**src/rtl/exec_monitor.sv**
```systemverilog
// Execution monitor: cycle/event counters, halt and watchdog detection,
// and a registered counter readout port.
module exec_monitor #(
    parameter int CNT_WIDTH      = 32,
    parameter int HALT_THRESHOLD = 10,
    parameter int MAX_CYCLES     = 5000,
    parameter int NUM_EVENTS     = 4,
    parameter int SEL_WIDTH      = 3
) (
    input  logic                  clock,
    input  logic                  reset,
    input  logic                  enable,
    input  logic                  clear,
    input  logic [31:0]           pc_current,
    input  logic                  stall,
    input  logic [NUM_EVENTS-1:0] event_in,
    input  logic [SEL_WIDTH-1:0]  rd_sel,
    output logic [CNT_WIDTH-1:0]  rd_data,
    output logic [CNT_WIDTH-1:0]  cycle_count,
    output logic [1:0]            state,
    output logic                  halted,
    output logic                  timeout,
    output logic                  done,
    output logic [31:0]           halt_pc
);

    localparam logic [1:0] S_IDLE    = 2'd0;
    localparam logic [1:0] S_RUN     = 2'd1;
    localparam logic [1:0] S_HALTED  = 2'd2;
    localparam logic [1:0] S_TIMEOUT = 2'd3;

    localparam logic [CNT_WIDTH-1:0] CNT_MAX = '1;
    localparam logic [63:0]          MAXC    = 64'(MAX_CYCLES);
    localparam logic [31:0]          THR     = 32'(HALT_THRESHOLD);

    logic [1:0]           state_q, state_d;
    logic [CNT_WIDTH-1:0] cyc_q, cyc_d;
    logic [CNT_WIDTH-1:0] ev_q [NUM_EVENTS];
    logic [CNT_WIDTH-1:0] ev_d [NUM_EVENTS];
    logic [31:0]          stable_q, stable_d;
    logic [31:0]          prev_q, prev_d;
    logic [CNT_WIDTH-1:0] rd_q, rd_d;
    logic [31:0]          hpc_q, hpc_d;
    logic                 done_q, done_d;
    logic                 same_pc, halt_hit, to_hit;

    function automatic logic [CNT_WIDTH-1:0] sat_inc(input logic [CNT_WIDTH-1:0] v);
        return (v == CNT_MAX) ? v : v + CNT_WIDTH'(1);
    endfunction

    assign same_pc  = (pc_current == prev_q);
    assign halt_hit = !stall && same_pc && ((stable_q + 32'd1) >= THR);
    // Timeout fires only on the edge the counter actually steps onto the limit.
    assign to_hit   = (MAX_CYCLES != 0) && (cyc_q != CNT_MAX)
                      && ((64'(cyc_q) + 64'd1) == MAXC);

    always_comb begin
        state_d  = state_q;
        cyc_d    = cyc_q;
        ev_d     = ev_q;
        stable_d = stable_q;
        prev_d   = prev_q;
        hpc_d    = hpc_q;
        done_d   = 1'b0;
        rd_d     = '0;
        if (rd_sel == '0) rd_d = cyc_q;
        for (int k = 0; k < NUM_EVENTS; k++) begin
            if (32'(rd_sel) == 32'(k + 1)) rd_d = ev_q[k];
        end
        case (state_q)
            S_IDLE: begin
                if (enable) begin
                    state_d = S_RUN;
                    prev_d  = pc_current;
                end
            end
            S_RUN: begin
                if (enable) begin
                    cyc_d  = sat_inc(cyc_q);
                    prev_d = pc_current;
                    for (int i = 0; i < NUM_EVENTS; i++) begin
                        if (event_in[i]) ev_d[i] = sat_inc(ev_q[i]);
                    end
                    if (!stall) stable_d = same_pc ? stable_q + 32'd1 : 32'd0;
                    if (halt_hit) begin
                        state_d = S_HALTED;
                        hpc_d   = pc_current;
                        done_d  = 1'b1;
                    end else if (to_hit) begin
                        state_d = S_TIMEOUT;
                        done_d  = 1'b1;
                    end
                end
            end
            default: ;
        endcase
    end

    always_ff @(posedge clock) begin
        if (reset || clear) begin
            state_q  <= S_IDLE;
            cyc_q    <= '0;
            stable_q <= '0;
            prev_q   <= '0;
            done_q   <= 1'b0;
            for (int i = 0; i < NUM_EVENTS; i++) ev_q[i] <= '0;
            if (reset) begin
                rd_q  <= '0;
                hpc_q <= '0;
            end
        end else begin
            state_q  <= state_d;
            cyc_q    <= cyc_d;
            stable_q <= stable_d;
            prev_q   <= prev_d;
            done_q   <= done_d;
            ev_q     <= ev_d;
            rd_q     <= rd_d;
            hpc_q    <= hpc_d;
        end
    end

    assign rd_data     = rd_q;
    assign cycle_count = cyc_q;
    assign state       = state_q;
    assign halted      = (state_q == S_HALTED);
    assign timeout     = (state_q == S_TIMEOUT);
    assign done        = done_q;
    assign halt_pc     = hpc_q;

endmodule

```
**config.mk**
```make
export PLATFORM = sky130hd
export DESIGN_NAME = exec_monitor
export DESIGN_NICKNAME = d
export VERILOG_FILES = /design/src/rtl/exec_monitor.sv
export SDC_FILE = /design/constraint.sdc
export NUM_CORES = 1
export LEC_CHECK = 0
export BUFFER_PORTS_ARGS = -buffer_cell sky130_fd_sc_hd__buf_2
export CORE_ASPECT_RATIO = 1.2
export CORE_MARGIN = 2
export CORE_UTILIZATION = 50
export DETAILED_ROUTE_END_ITERATION = 16
export GPL_TIMING_DRIVEN = 0
export PLACE_DENSITY = 0.69
export RECOVER_POWER = 100
export SLEW_MARGIN = 20
export SYNTH_ARGS = -nofsm -noshare
export SYNTH_HDL_FRONTEND = slang
export SYNTH_SLANG_ARGS = --single-unit
```
**constraint.sdc**
```tcl
create_clock -name clock -period 8.5 [get_ports clock]
set_input_delay 2.55 -clock clock [delete_from_list [all_inputs] [get_ports clock]]
set_output_delay 2.55 -clock clock [all_outputs]
set_load 0.01 [all_outputs]
```
== Yosys cells after proc, flatten, opt, wreduce, memory -nomap -nowiden ==
Cells that the tools add are included.
Word-level totals
  flip-flop bits (word level): 291
  bits in latches: 0
  memory bits (writable): 0
  bits in read-only memories: 0
  input bits: 44
  word-level logic and storage cells: 87
  memories kept: 0
Cells by class
  add/subtract/negate cells: 7
  $mul: 0
  div/mod/pow operators: 0
  order comparisons: 1
  eq/ne operators: 19
  shift-type cells: 0
  mux-type cells: 19
  bitwise logic cells: 8
  reductions and logical operators: 22
Operator list (number)
  32-bit 2-to-1 mux: 12
  32-bit by 1-bit adder with 32-bit output, second input constant: 6
  32-bit equality test, second input constant: 5
  32-bit by 1-bit adder with 33-bit output, second input constant: 1
  33-bit by 13-bit equality test with 1-bit output, second input constant: 1
  32-bit equality test: 1
  32-bit by 4-bit >= comparator with 1-bit output, second input constant: 1
  32-bit inequality test, second input constant: 1
  4-bit AND reduction: 6
  2-bit 2-to-1 mux: 4
  1-bit NOT: 8
  2-bit nonzero test: 4
  3-bit by 2-bit equality test with 1-bit output, second input constant: 2
  2-bit inequality test, second input constant: 3
  3-bit AND reduction: 2
  2-bit equality test, second input constant: 2
  2-bit case mux with 2 select lines: 1
  3-bit by 1-bit equality test with 1-bit output, second input constant: 1
  3-bit equality test, second input constant: 1
  1-bit logical AND: 3
  3-bit zero test: 1
  3-bit inequality test, second input constant: 1
  3-bit OR reduction: 1
  2-bit by 1-bit equality test with 1-bit output, second input constant: 1
  6 further kinds: 7

== Logic depth before layout (Yosys ltp) ==
  depth in word-level cells: 7
  mapped depth: 11

== Worst setup path before layout ==
Ideal clock, no wire load.
  kind: input port to flip-flop
  start point: in enable
  end point: reg hpc_q[0] (netlist: halt_pc[0]), enable pin
  data arrival time: 5283 ps
  path slack: 2789 ps
  stages: 8
  path buffers: 1
  path through: nor2b_1 -> nand2_1 -> or2_2 -> nor2_1 -> and3_1 -> clkbuf_1 -> nand2_1 -> o21bai_1
On the way
  cells in the longest elaborated chain, start to end: 2
Ends and longest elaborated chain
  start: declaration: line 12  | input logic enable,
  2-bit nonzero test (no line)
  4-bit AND reduction (no line)
  end signal: assignment: line 119  | hpc_q <= hpc_d;
  end: declaration: line 43  | logic [31:0] hpc_q, hpc_d;
No other way between the ends.
A chain may end at the register's enable or synchronous reset.

== Final worst setup path ==
  start point: in enable
  end point: reg hpc_q[8] (netlist: halt_pc[8]), enable pin
The elaborated chain is that of the path after synthesis.

==> key figures <==
Placement
  – Final HPWL from detailed placement: 32100 um
  – Weighted congestion at the end of routability-driven global placement: 0.963
  – IO Port Bufs: 142
  – Worst setup timing slack at the placement stage: 3260 ps

Flow run
  – Max-cap violations: 0

Detailed routing
  – Routed Wire Length: 43500 um
  – Number of design rule violations left after detail routing: 0
  – WL/cell: 18.4 um
  – Count of vias placed by the detailed router: 13700
  – Number of DRC markers in iteration 0: 1141
  – Number of nets still failing antenna checks after routing: 0
  – Vias per std cell: 5.80
  – Drt pass-1 iters: 5
  – Highest metal layer with signal wires: met4
  – Sum of routed wire segments on met1: 17600 um
  – Met2 wire len: 20500 um
  – Total length of routed met3 wires: 3210 um

Setup path
  – Critical path data required time: 8670 ps
  – Origin of the worst setup path: enable
  – Beginning of the worst register-to-register path: stable_q[0]
  – Type of destination of the critical path: flop
  – Critical Setup Path Class: in -> reg
  – Kind of launch point of the worst setup path: input pin
  – Crit path max fanout: 30
  – CP Data Arrival Time: 5950 ps

Synth
  – Post-synth ARST share: 0%
  – Number of instances in the synthesized netlist: 1768
  – Number of synthesized flops with an enable pin: 64
  – Predominant post-synthesis flop cell: sky130_fd_sc_hd__dfxtp_1
  – Number of warnings reported in the yosys synthesis log: 0
  – Number of flip-flops and latches in the synthesized netlist: 291
  – Number of different library cells in the post-synthesis netlist: 66
  – Synthesized area divided by synthesized cell count: 8.47 um^2
  – Synthesized area: 15000 um^2
  – Post-synthesis sequential area ratio: 43.2%
  – Post-Syn Nets: 1820

Clock tree
  – Clock root buffer: sky130_fd_sc_hd__clkbuf_16
  – Num CTS Buffers: 30
  – Clock tree from TritonCTS: done
  – Clock sink total: 291
  – Clk_lat worst skew: 580 ps
  – Post-CTS Hold Buffers: 0
  – H-Tree Level Count: 1
  – Postcts setup bufs: 0
  – Clock transition at path regs: 60 ps
  – Post-cts sizing count: 0
  – Buffers from clock root to sink, at most: 3

Global routing
  – Number of global-route vias before repair: 12900
  – Number of antenna violations at the first check in global routing: 0
  – Leftover overflow at the end of global routing: 0
  – GR Util All Layers: 27.3%
  – Wire length of the first global-routing pass: 68600 um
  – Largest net degree at the start of global routing: 33

Die
  – Die Height: 194 um
  – Total number of placement rows: 69
  – Total Die Area: 31400 um^2
  – Initial core utilization: 50.7%
  – Die boundary width: 162 um
  – Number of placed I/O pins: 145
  – Area inside the core boundary: 29500 um^2

STA
  – Slew of the pin with the lowest slew margin: 1480 ps
  – Final worst setup slack: 2720 ps
  – Min cycle time layout: 5780 ps
  – Setup skew after layout: 25.0 ps
  – Number of pins exceeding their max-slew limit in the final report: 0
  – Final hold violation count: 0
  – Setup violators final: 0
  – Sum Neg Setup Slack: 0 ps
  – Maximum frequency from static timing analysis: 173 MHz
  – Final Cycle Share: 68.0%
  – Setup repair after global routing missed its margin: no
  – Remaining max-slew budget at the tightest pin: 1.31%

Finish
  – Antenna Cells: 0
  – Final cell utilization of the core: 57.6%
  – Synth-to-layout area growth: 13.6%
  – Total number of nets in the final design: 1995
  – Share of cells above drive strength 1: 6.71%

Worst hold path
  – Worst hold path class: reg -> reg
  – Start point of the worst hold path: prev_q[24]

Pwr
  – Max rail drop VDD: 0.000140 V
  – P_leak: 5.44 nW
  – Power per cell area: 170 nW/um^2

Run status
  – Status: complete, no violations
## critical path: stages
cell	delay, ps
sky130_fd_sc_hd__clkbuf_1	130
sky130_fd_sc_hd__nor2b_1	220
sky130_fd_sc_hd__nand2_1	170
sky130_fd_sc_hd__or2_2	390
sky130_fd_sc_hd__nor2_1	140
sky130_fd_sc_hd__and3_1	270
sky130_fd_sc_hd__clkbuf_1	510
sky130_fd_sc_hd__nand2_1	110
sky130_fd_sc_hd__o21bai_1	320
sky130_fd_sc_hd__clkbuf_1	1120
## sequential cells by signal (all words and copies together), names as in the netlist
register and count:
state 2, rd_data 32, ev_q 128, prev_q 32
stable_q 32, halt_pc 32, done 1, cycle_count 32
## metal layers
layer	vias to the layer above	global-route usage, %
met3	121	3.72
met2	489	46.2
met4	0	12.8
met1	6453	34.4
met5	-	0
li1	6611	-
## report_power, final
part	switching (mW)	total, mW	internal [mW]
combinational	0.106	0.151	0.0455
sequential	0.0103	1.45	1.44
clock	0.568	1.30	0.733
total	0.684	2.90	2.22
## through the flow
stage	hold slack [ps]	instance area [um^2]	instances	total power [mW]
final	465	17000	2357	2.90
after global routing	480	17000	2357	2.98
after CTS	467	17200	2357	2.93
after detailed placement	459	16200	2301	1.63
after global placement	454	16200	2300	1.63
after floorplan	449	15000	1768	1.56
## logic make-up (layout without fill, tap and decap cells)
group | count (synthesis) | count (layout) | share of synthesized area [%]
compound gates | 314 | 314 | 12.2
xor+xnor | 171 | 171 | 10.0
fa+ha+maj | 8 | 8 | 0.668
buf+inv | 132 | 331 | 3.53
flops | 291 | 291 | 43.2
mux | 40 | 40 | 3.26
simple gates | 812 | 812 | 27.2
## layout by cell type (no fill, tap or decap), types with 9 or more instances in the layout
| cell type | instances |
|---|---|
| sky130_fd_sc_hd__o21ai_0 | 116 |
| sky130_fd_sc_hd__dfxtp_1 | 227 |
| sky130_fd_sc_hd__clkbuf_1 | 193 |
| sky130_fd_sc_hd__buf_2 | 54 |
| sky130_fd_sc_hd__nor4_1 | 19 |
| sky130_fd_sc_hd__nand2_1 | 193 |
| sky130_fd_sc_hd__xor2_1 | 81 |
| sky130_fd_sc_hd__nand3_1 | 81 |
| sky130_fd_sc_hd__and2_1 | 26 |
| sky130_fd_sc_hd__and4_1 | 17 |
| sky130_fd_sc_hd__a221o_1 | 23 |
| sky130_fd_sc_hd__xnor2_1 | 90 |
| sky130_fd_sc_hd__nor3_1 | 40 |
| sky130_fd_sc_hd__a22oi_1 | 9 |
| sky130_fd_sc_hd__or3_1 | 53 |
| sky130_fd_sc_hd__and2_0 | 28 |
| sky130_fd_sc_hd__nor2_1 | 213 |
| sky130_fd_sc_hd__clkbuf_16 | 31 |
| sky130_fd_sc_hd__nand4_1 | 59 |
| sky130_fd_sc_hd__a31oi_1 | 15 |
| sky130_fd_sc_hd__mux2i_1 | 33 |
| sky130_fd_sc_hd__edfxtp_1 | 64 |
| sky130_fd_sc_hd__a21oi_1 | 122 |
| sky130_fd_sc_hd__and3_1 | 28 |
| sky130_fd_sc_hd__inv_1 | 26 |
## worst paths after layout
kind	to	slack (ps)	cells past startpoint
max	halt_pc[8]	2720	10
min reg2reg	prev_q[24]	470	2
max reg2reg	halt_pc[8]	4180	10
min	prev_q[24]	470	2
## cell type report
| cell class | instances | area, um^2 |
|---|---|---|
| Multi-Input combinational cell | 1345 | 7980 |
| Timing Repair Buffer | 143 | 586 |
| Sequential cell | 291 | 6470 |
| Clock inverter | 16 | 124 |
| Fill cell | 2805 | 12500 |
| Inverter | 27 | 101 |
| Tap cell | 390 | 488 |
| Buffer | 105 | 425 |
| Clock buffer | 40 | 850 |
## synthesized netlist by cell type (all sizes together) (15+ instances only)
master / n / area, um^2
dfxtp: 227 / 4540
nor2: 213 / 800
nand2: 194 / 736
a21oi: 122 / 611
o21ai: 116 / 581
xnor2: 90 / 788
nand3: 82 / 415
clkbuf: 81 / 304
xor2: 81 / 709
edfxtp: 64 / 1920
nand4: 60 / 388
and2: 54 / 338
or3: 53 / 332
nor3: 41 / 210
mux2i: 33 / 330
and3: 29 / 183
inv: 26 / 97.6
a221o: 24 / 241
buf: 23 / 115
nor4: 22 / 174
and4: 18 / 160
a31oi: 15 / 93.8
(Power assumes the default switching activity.)
